**src/rtl/key_checker_param.sv**
```systemverilog
// Digit-entry key checker: collects NUM_DIGITS digits, then compares them digit-serially
// (early-exit or constant-time), with an attempt limit, timed lockout and a compare-cycle counter.
module key_checker_param #(
  parameter int NUM_DIGITS       = 4,
  parameter int DIGIT_W          = 2,
  parameter int CYCLES_PER_DIGIT = 1,
  parameter int MAX_ATTEMPTS     = 3,
  parameter int LOCKOUT_CYCLES   = 50_000_000
) (
  input  logic                                 clk,
  input  logic                                 rst_n,
  input  logic                                 digit_valid,
  input  logic [DIGIT_W-1:0]                   digit_in,
  input  logic [NUM_DIGITS*DIGIT_W-1:0]        key,
  input  logic                                 const_time,
  input  logic                                 restart,
  output logic                                 success,
  output logic                                 fail,
  output logic                                 locked,
  output logic                                 in_receive,
  output logic                                 in_compare,
  output logic                                 in_done,
  output logic [$clog2(NUM_DIGITS+1)-1:0]      digit_count,
  output logic [$clog2(MAX_ATTEMPTS+1)-1:0]    fails_left,
  output logic [15:0]                          cmp_cycles
);

  localparam int KW = NUM_DIGITS * DIGIT_W;
  localparam int CW = $clog2(NUM_DIGITS + 1);
  localparam int FW = $clog2(MAX_ATTEMPTS + 1);
  localparam int IW = (NUM_DIGITS > 1) ? $clog2(NUM_DIGITS) : 1;
  localparam int PW = (CYCLES_PER_DIGIT > 1) ? $clog2(CYCLES_PER_DIGIT) : 1;
  localparam int LW = (LOCKOUT_CYCLES > 1) ? $clog2(LOCKOUT_CYCLES) : 1;

  typedef enum logic [1:0] {S_RECEIVE, S_COMPARE, S_DONE, S_LOCKOUT} state_t;

  state_t             state_q, state_d;
  logic [KW-1:0]      guess_q;
  logic [KW-1:0]      key_snap;
  logic               ct_snap;
  logic [IW-1:0]      cmp_idx;
  logic [PW-1:0]      cmp_phase;
  logic               mis_acc;
  logic [LW-1:0]      lock_cnt;
  logic               fail_d;
  logic [DIGIT_W-1:0] guess_dig, key_dig;
  logic               digit_chk, last_digit, mis_now, mis_any;

  // Constant-index mux keeps the digit selection free of variable part-selects.
  always_comb begin
    guess_dig = '0;
    key_dig   = '0;
    for (int i = 0; i < NUM_DIGITS; i++) begin
      if (cmp_idx == IW'(i)) begin
        guess_dig = guess_q[i*DIGIT_W +: DIGIT_W];
        key_dig   = key_snap[i*DIGIT_W +: DIGIT_W];
      end
    end
  end

  assign digit_chk  = (cmp_phase == PW'(CYCLES_PER_DIGIT - 1));
  assign last_digit = (cmp_idx == IW'(NUM_DIGITS - 1));
  assign mis_now    = (guess_dig != key_dig);
  assign mis_any    = mis_acc | mis_now;

  always_comb begin
    state_d = state_q;
    fail_d  = 1'b0;
    case (state_q)
      S_RECEIVE: begin
        if (!restart && digit_valid && digit_count == CW'(NUM_DIGITS - 1))
          state_d = S_COMPARE;
      end
      S_COMPARE: begin
        if (digit_chk) begin
          if (mis_now && !ct_snap) begin
            fail_d = 1'b1;
          end else if (last_digit) begin
            if (mis_any) fail_d = 1'b1;
            else         state_d = S_DONE;
          end
          if (fail_d)
            state_d = (fails_left == FW'(1)) ? S_LOCKOUT : S_RECEIVE;
        end
      end
      S_DONE: begin
        if (restart) state_d = S_RECEIVE;
      end
      S_LOCKOUT: begin
        if (lock_cnt == LW'(LOCKOUT_CYCLES - 1)) state_d = S_RECEIVE;
      end
      default: state_d = S_RECEIVE;
    endcase
  end

  always_ff @(posedge clk or negedge rst_n) begin
    if (!rst_n) begin
      state_q     <= S_RECEIVE;
      guess_q     <= '0;
      digit_count <= '0;
      fails_left  <= FW'(MAX_ATTEMPTS);
      cmp_cycles  <= '0;
      key_snap    <= '0;
      ct_snap     <= 1'b0;
      cmp_idx     <= '0;
      cmp_phase   <= '0;
      mis_acc     <= 1'b0;
      lock_cnt    <= '0;
      fail        <= 1'b0;
    end else begin
      state_q <= state_d;
      fail    <= fail_d;
      case (state_q)
        S_RECEIVE: begin
          if (restart) begin
            guess_q     <= '0;
            digit_count <= '0;
          end else if (digit_valid) begin
            for (int i = 0; i < NUM_DIGITS; i++)
              if (digit_count == CW'(i)) guess_q[i*DIGIT_W +: DIGIT_W] <= digit_in;
            digit_count <= digit_count + CW'(1);
          end
          // Key and mode are frozen here so later key changes cannot steer the compare.
          if (state_d == S_COMPARE) begin
            key_snap   <= key;
            ct_snap    <= const_time;
            cmp_cycles <= '0;
            cmp_idx    <= '0;
            cmp_phase  <= '0;
            mis_acc    <= 1'b0;
          end
        end
        S_COMPARE: begin
          if (cmp_cycles != 16'hFFFF) cmp_cycles <= cmp_cycles + 16'd1;
          if (digit_chk) begin
            cmp_phase <= '0;
            mis_acc   <= mis_any;
            if (!last_digit) cmp_idx <= cmp_idx + IW'(1);
          end else begin
            cmp_phase <= cmp_phase + PW'(1);
          end
          if (fail_d) begin
            fails_left  <= fails_left - FW'(1);
            guess_q     <= '0;
            digit_count <= '0;
            lock_cnt    <= '0;
          end
        end
        S_DONE: begin
          if (restart) begin
            guess_q     <= '0;
            digit_count <= '0;
            fails_left  <= FW'(MAX_ATTEMPTS);
          end
        end
        S_LOCKOUT: begin
          lock_cnt <= lock_cnt + LW'(1);
          if (state_d == S_RECEIVE) fails_left <= FW'(MAX_ATTEMPTS);
        end
        default: ;
      endcase
    end
  end

  assign in_receive = (state_q == S_RECEIVE);
  assign in_compare = (state_q == S_COMPARE);
  assign in_done    = (state_q == S_DONE);
  assign locked     = (state_q == S_LOCKOUT);
  assign success    = in_done;

endmodule

```
**config.mk**
```make
export PLATFORM = sky130hd
export DESIGN_NAME = key_checker_param
export DESIGN_NICKNAME = d
export VERILOG_FILES = /design/src/rtl/key_checker_param.sv
export SDC_FILE = /design/constraint.sdc
export NUM_CORES = 1
export LEC_CHECK = 0
export BUFFER_PORTS_ARGS = -buffer_cell sky130_fd_sc_hd__buf_2
export CORE_ASPECT_RATIO = 0.6
export CORE_MARGIN = 3
export CORE_UTILIZATION = 30
export CTS_CLUSTER_DIAMETER = 200
export DETAILED_ROUTE_END_ITERATION = 10
export PLACE_DENSITY = 0.44
export SLEW_MARGIN = 5
export SYNTH_ARGS = -nofsm -noshare
export SYNTH_HDL_FRONTEND = slang
export SYNTH_SLANG_ARGS = --single-unit
export TNS_END_PERCENT = 30
```
**constraint.sdc**
```tcl
create_clock -name clk -period 2.7 [get_ports clk]
set_input_delay 0 -clock clk [delete_from_list [all_inputs] [get_ports clk]]
set_output_delay 0 -clock clk [all_outputs]
set_load 0.01 [all_outputs]
```
==> run metrics <==
status=complete, no violations; area of the multi-input gates=between 2000 and 2500 µm²; largest family of logic cells by synthesized area=simple AND/OR/NAND/NOR gates; H-tree depth=3; drc violations=0; Filler cells=between 1000 and 1500; Int Power=approximately 2.6 mW; sequential area share after synthesis=0.450; unrepaired setup endpoints after global routing=false; num rows=31; Sequential Power Share=0.366; total vias in the final route=2922; Clk pin slew, worst setup/hold paths=about 60 ps; compound-cell area share of the yosys netlist=0.0895; number of buffers created by CTS=9; clock latency on the worst-skew pair=330 ps; die area=14500 µm²; Hold Path Class=in2reg; Static Leakage=2.19 nW; drt via density=~4.7; Synth Flop Type=dfrtp_1; mux cell area share after synthesis=0.0520; Antenna diodes=0; synth unique cells=between 50 and 60; Crit Path Category=reg2reg; switch share=0.335; GR Util All Layers=0.141; Slew HR=0.468; vias in the first global route=a little under 3000; Initial Util=0.315; number of flops mapped to enable cells by yosys=0; Max Buffers Root-to-Sink=2; share of layout cells above drive strength 1=0.215; Nets=488; Core Box Area=between 10000 and 15000 µm²; Tightest Pin Transition=796 ps; Clock Power Share=0.317; root buf cell=clkbuf_16; drt wl/cell=15.1 µm; initial antenna violation count=0; hpwl dp=6890 µm; FF+latch area=between 1500 and 2000 µm²; Crit Path Max Fanout=10; Crit path arrival time=between 2000 and 3000 ps; combinational cell fraction of total power=0.317; Worst EP required=2910 ps; hold path cells=3; most instantiated cells after synthesis=68 x dfrtp_1, 41 x nor2_1, 38 x nand2_1; Post-Synth Adder-Cell Area=0.0545; simple-gate share of the synthesized area=0.223; DR iter-0 viols=around 150; Fmax achieved=about 0.40 GHz; Mapped Cells=about 400; Psw=approximately 1.3 mW; skew final=about 7.5 ps; Final Critical Period=2510 ps; first-pass GRT wire length=16100 µm; Synth area leader=dfrtp_1; Non-Filler Instances=~630; Setup violations, final=0; cell depth of the worst flop-to-flop path=8; die height=between 90 and 100 µm; #FFs+latches synth=70; I/O pin total=between 40 and 50; count leader, synth=dfrtp_1; Syn. warnings=0; setup TNS=0 ps; Min Hold Slack=a little over 80 ps; Synth area leaders=dfrtp_1 44%, xnor2_1 7.0%, ha_1 5.5%; I/O Buffers=41; DRT Pass-1 Iters=4; asr flop ratio synth=1.00; Post-Synthesis Cell Area=roughly 3900 µm²; largest net degree at the start of global routing=slightly above 40; crit share post-route=0.930; type of origin of the critical path=register; mean post-synth cell area=slightly below 10 µm²; share of the synthesized area in the top cell type=0.436; Final Hold Fails=0; Max-Cap Viols=0; Layout area overhead=22.9%; post-synthesis xor/xnor area fraction=0.0943; pwr dens=just over 800 nW/µm²; TritonCTS clock tree=yes; dpl cells=600; VDD IR max=about 0.00034 V; Placer Congestion=roughly 0.77; Mapped Nets=between 400 and 500; Slew Limit Fails=0; die width=about 150 µm; Routed WL=~9400 µm; total gr overflow=0; Antenna Nets Post-Route=0; total clock sinks=70; CP Capture Type=register
[final timing paths]
path                            slack [ps]                        end              startpoint
worst max-delay path                   190     guess_q[1]$_DFFE_PN0P_  cmp_idx[1]$_DFFE_PN0P_
worst min-delay path                    80     guess_q[6]$_DFFE_PN0P_             digit_in[0]
worst max register to register         190     guess_q[1]$_DFFE_PN0P_  cmp_idx[1]$_DFFE_PN0P_
worst min register to register         510        ct_snap$_DFFE_PN0P_     ct_snap$_DFFE_PN0P_
max in group asynchronous             1670  fails_left[0]$_DFFE_PN1P_                   rst_n
min in group asynchronous              280  cmp_cycles[6]$_DFFE_PN0P_                   rst_n
[cells by family (layout without fill, tap and decap cells)]
family	count (synthesis)	in the layout
AO/OA/AOI/OAI	49	49
flip-flops	70	70
AND/OR/NAND/NOR	167	167
XOR/XNOR	42	42
buffers and inverters	33	98
adder cells (fa/ha/maj)	17	17
multiplexers	18	18
[layer usage]
| metal | wire [µm] | share of wire | up-vias | global-route usage |
|---|---|---|---|---|
| li1 | - | - | 1490 | - |
| met1 | 5390 | 0.57 | 1363 | 0.224 |
| met2 | 3410 | 0.36 | 63 | 0.182 |
| met3 | 564 | 0.060 | 6 | 0.0408 |
| met4 | 69 | 0.0073 | 0 | 0.0356 |
| met5 | 0 | 0 | - | 0 |
[cell type report]
| class | instances | area share |
|---|---|---|
| timing repair buffer | 63 | 0.0877 |
| clock buffer | 14 | 0.0593 |
| clock inverter | 2 | 0.00783 |
| tap | 165 | 0.0431 |
| multi-input combinational | 293 | 0.421 |
| inverter | 19 | 0.0149 |
| sequential | 70 | 0.366 |
[registers in the layout, summed over array words and instances (netlist names)]
name and count:
state_q 2, mis_acc 1, key_snap 8, fails_left 2
digit_count 3, lock_cnt 26, fail 1, guess_q 8
ct_snap 1, cmp_idx 2, cmp_cycles 16
[layout by cell type (no fill, tap or decap), types with 11 or more instances in the layout]
| master | Yosys | routed |
|---|---|---|
| dfrtp_1 | 68 | 68 |
| nor2_1 | 41 | 41 |
| buf_2 | 1 | 41 |
| nand2_1 | 38 | 38 |
| xnor2_1 | 31 | 31 |
| inv_1 | 19 | 19 |
| nand3_1 | 17 | 17 |
| o21ai_0 | 18 | 17 |
| nor3_1 | 18 | 17 |
| ha_1 | 17 | 16 |
| xor2_1 | 11 | 11 |
[per-stage QoR]
stage | setup slack [ps] | area [µm²] | utilization | power [mW]
3_5_place_dp | 151 | 4360 | 0.352 | 2.71
2_1_floorplan | 398 | 3900 | - | 2.29
3_3_place_gp | 268 | 4360 | 0.352 | 2.70
4_1_cts | 138 | 4780 | 0.386 | 4.01
6_report | 190 | 4790 | 0.387 | 3.97
5_1_grt | 23.5 | 4790 | 0.387 | 4.24
[power groups by stage]
stage	Clock, mW	Combinational (mW)	Sequential, mW
4_1_cts	1.30	1.26	1.45
3_3_place_gp	0	1.23	1.46
6_report	1.26	1.26	1.45
2_1_floorplan	0	0.841	1.45
5_1_grt	1.34	1.41	1.48
3_5_place_dp	0	1.24	1.47
[worst max-delay path, cell delays in order, from the launching register on]
cell	delay, ps
dfrtp_1	410
ha_2	300
inv_1	70
or4_1	600
inv_1	100
o31ai_2	70
and3b_1	300
nand2_1	170
mux2_1	350
[timing repair]
item,in CTS,in global routing
hold buffers,10,0
endpoints found under the setup margin,0,3
endpoints found under the hold margin,39,0
setup buffers,0,0
resized for setup,0,2
(Power assumes the default switching activity.)
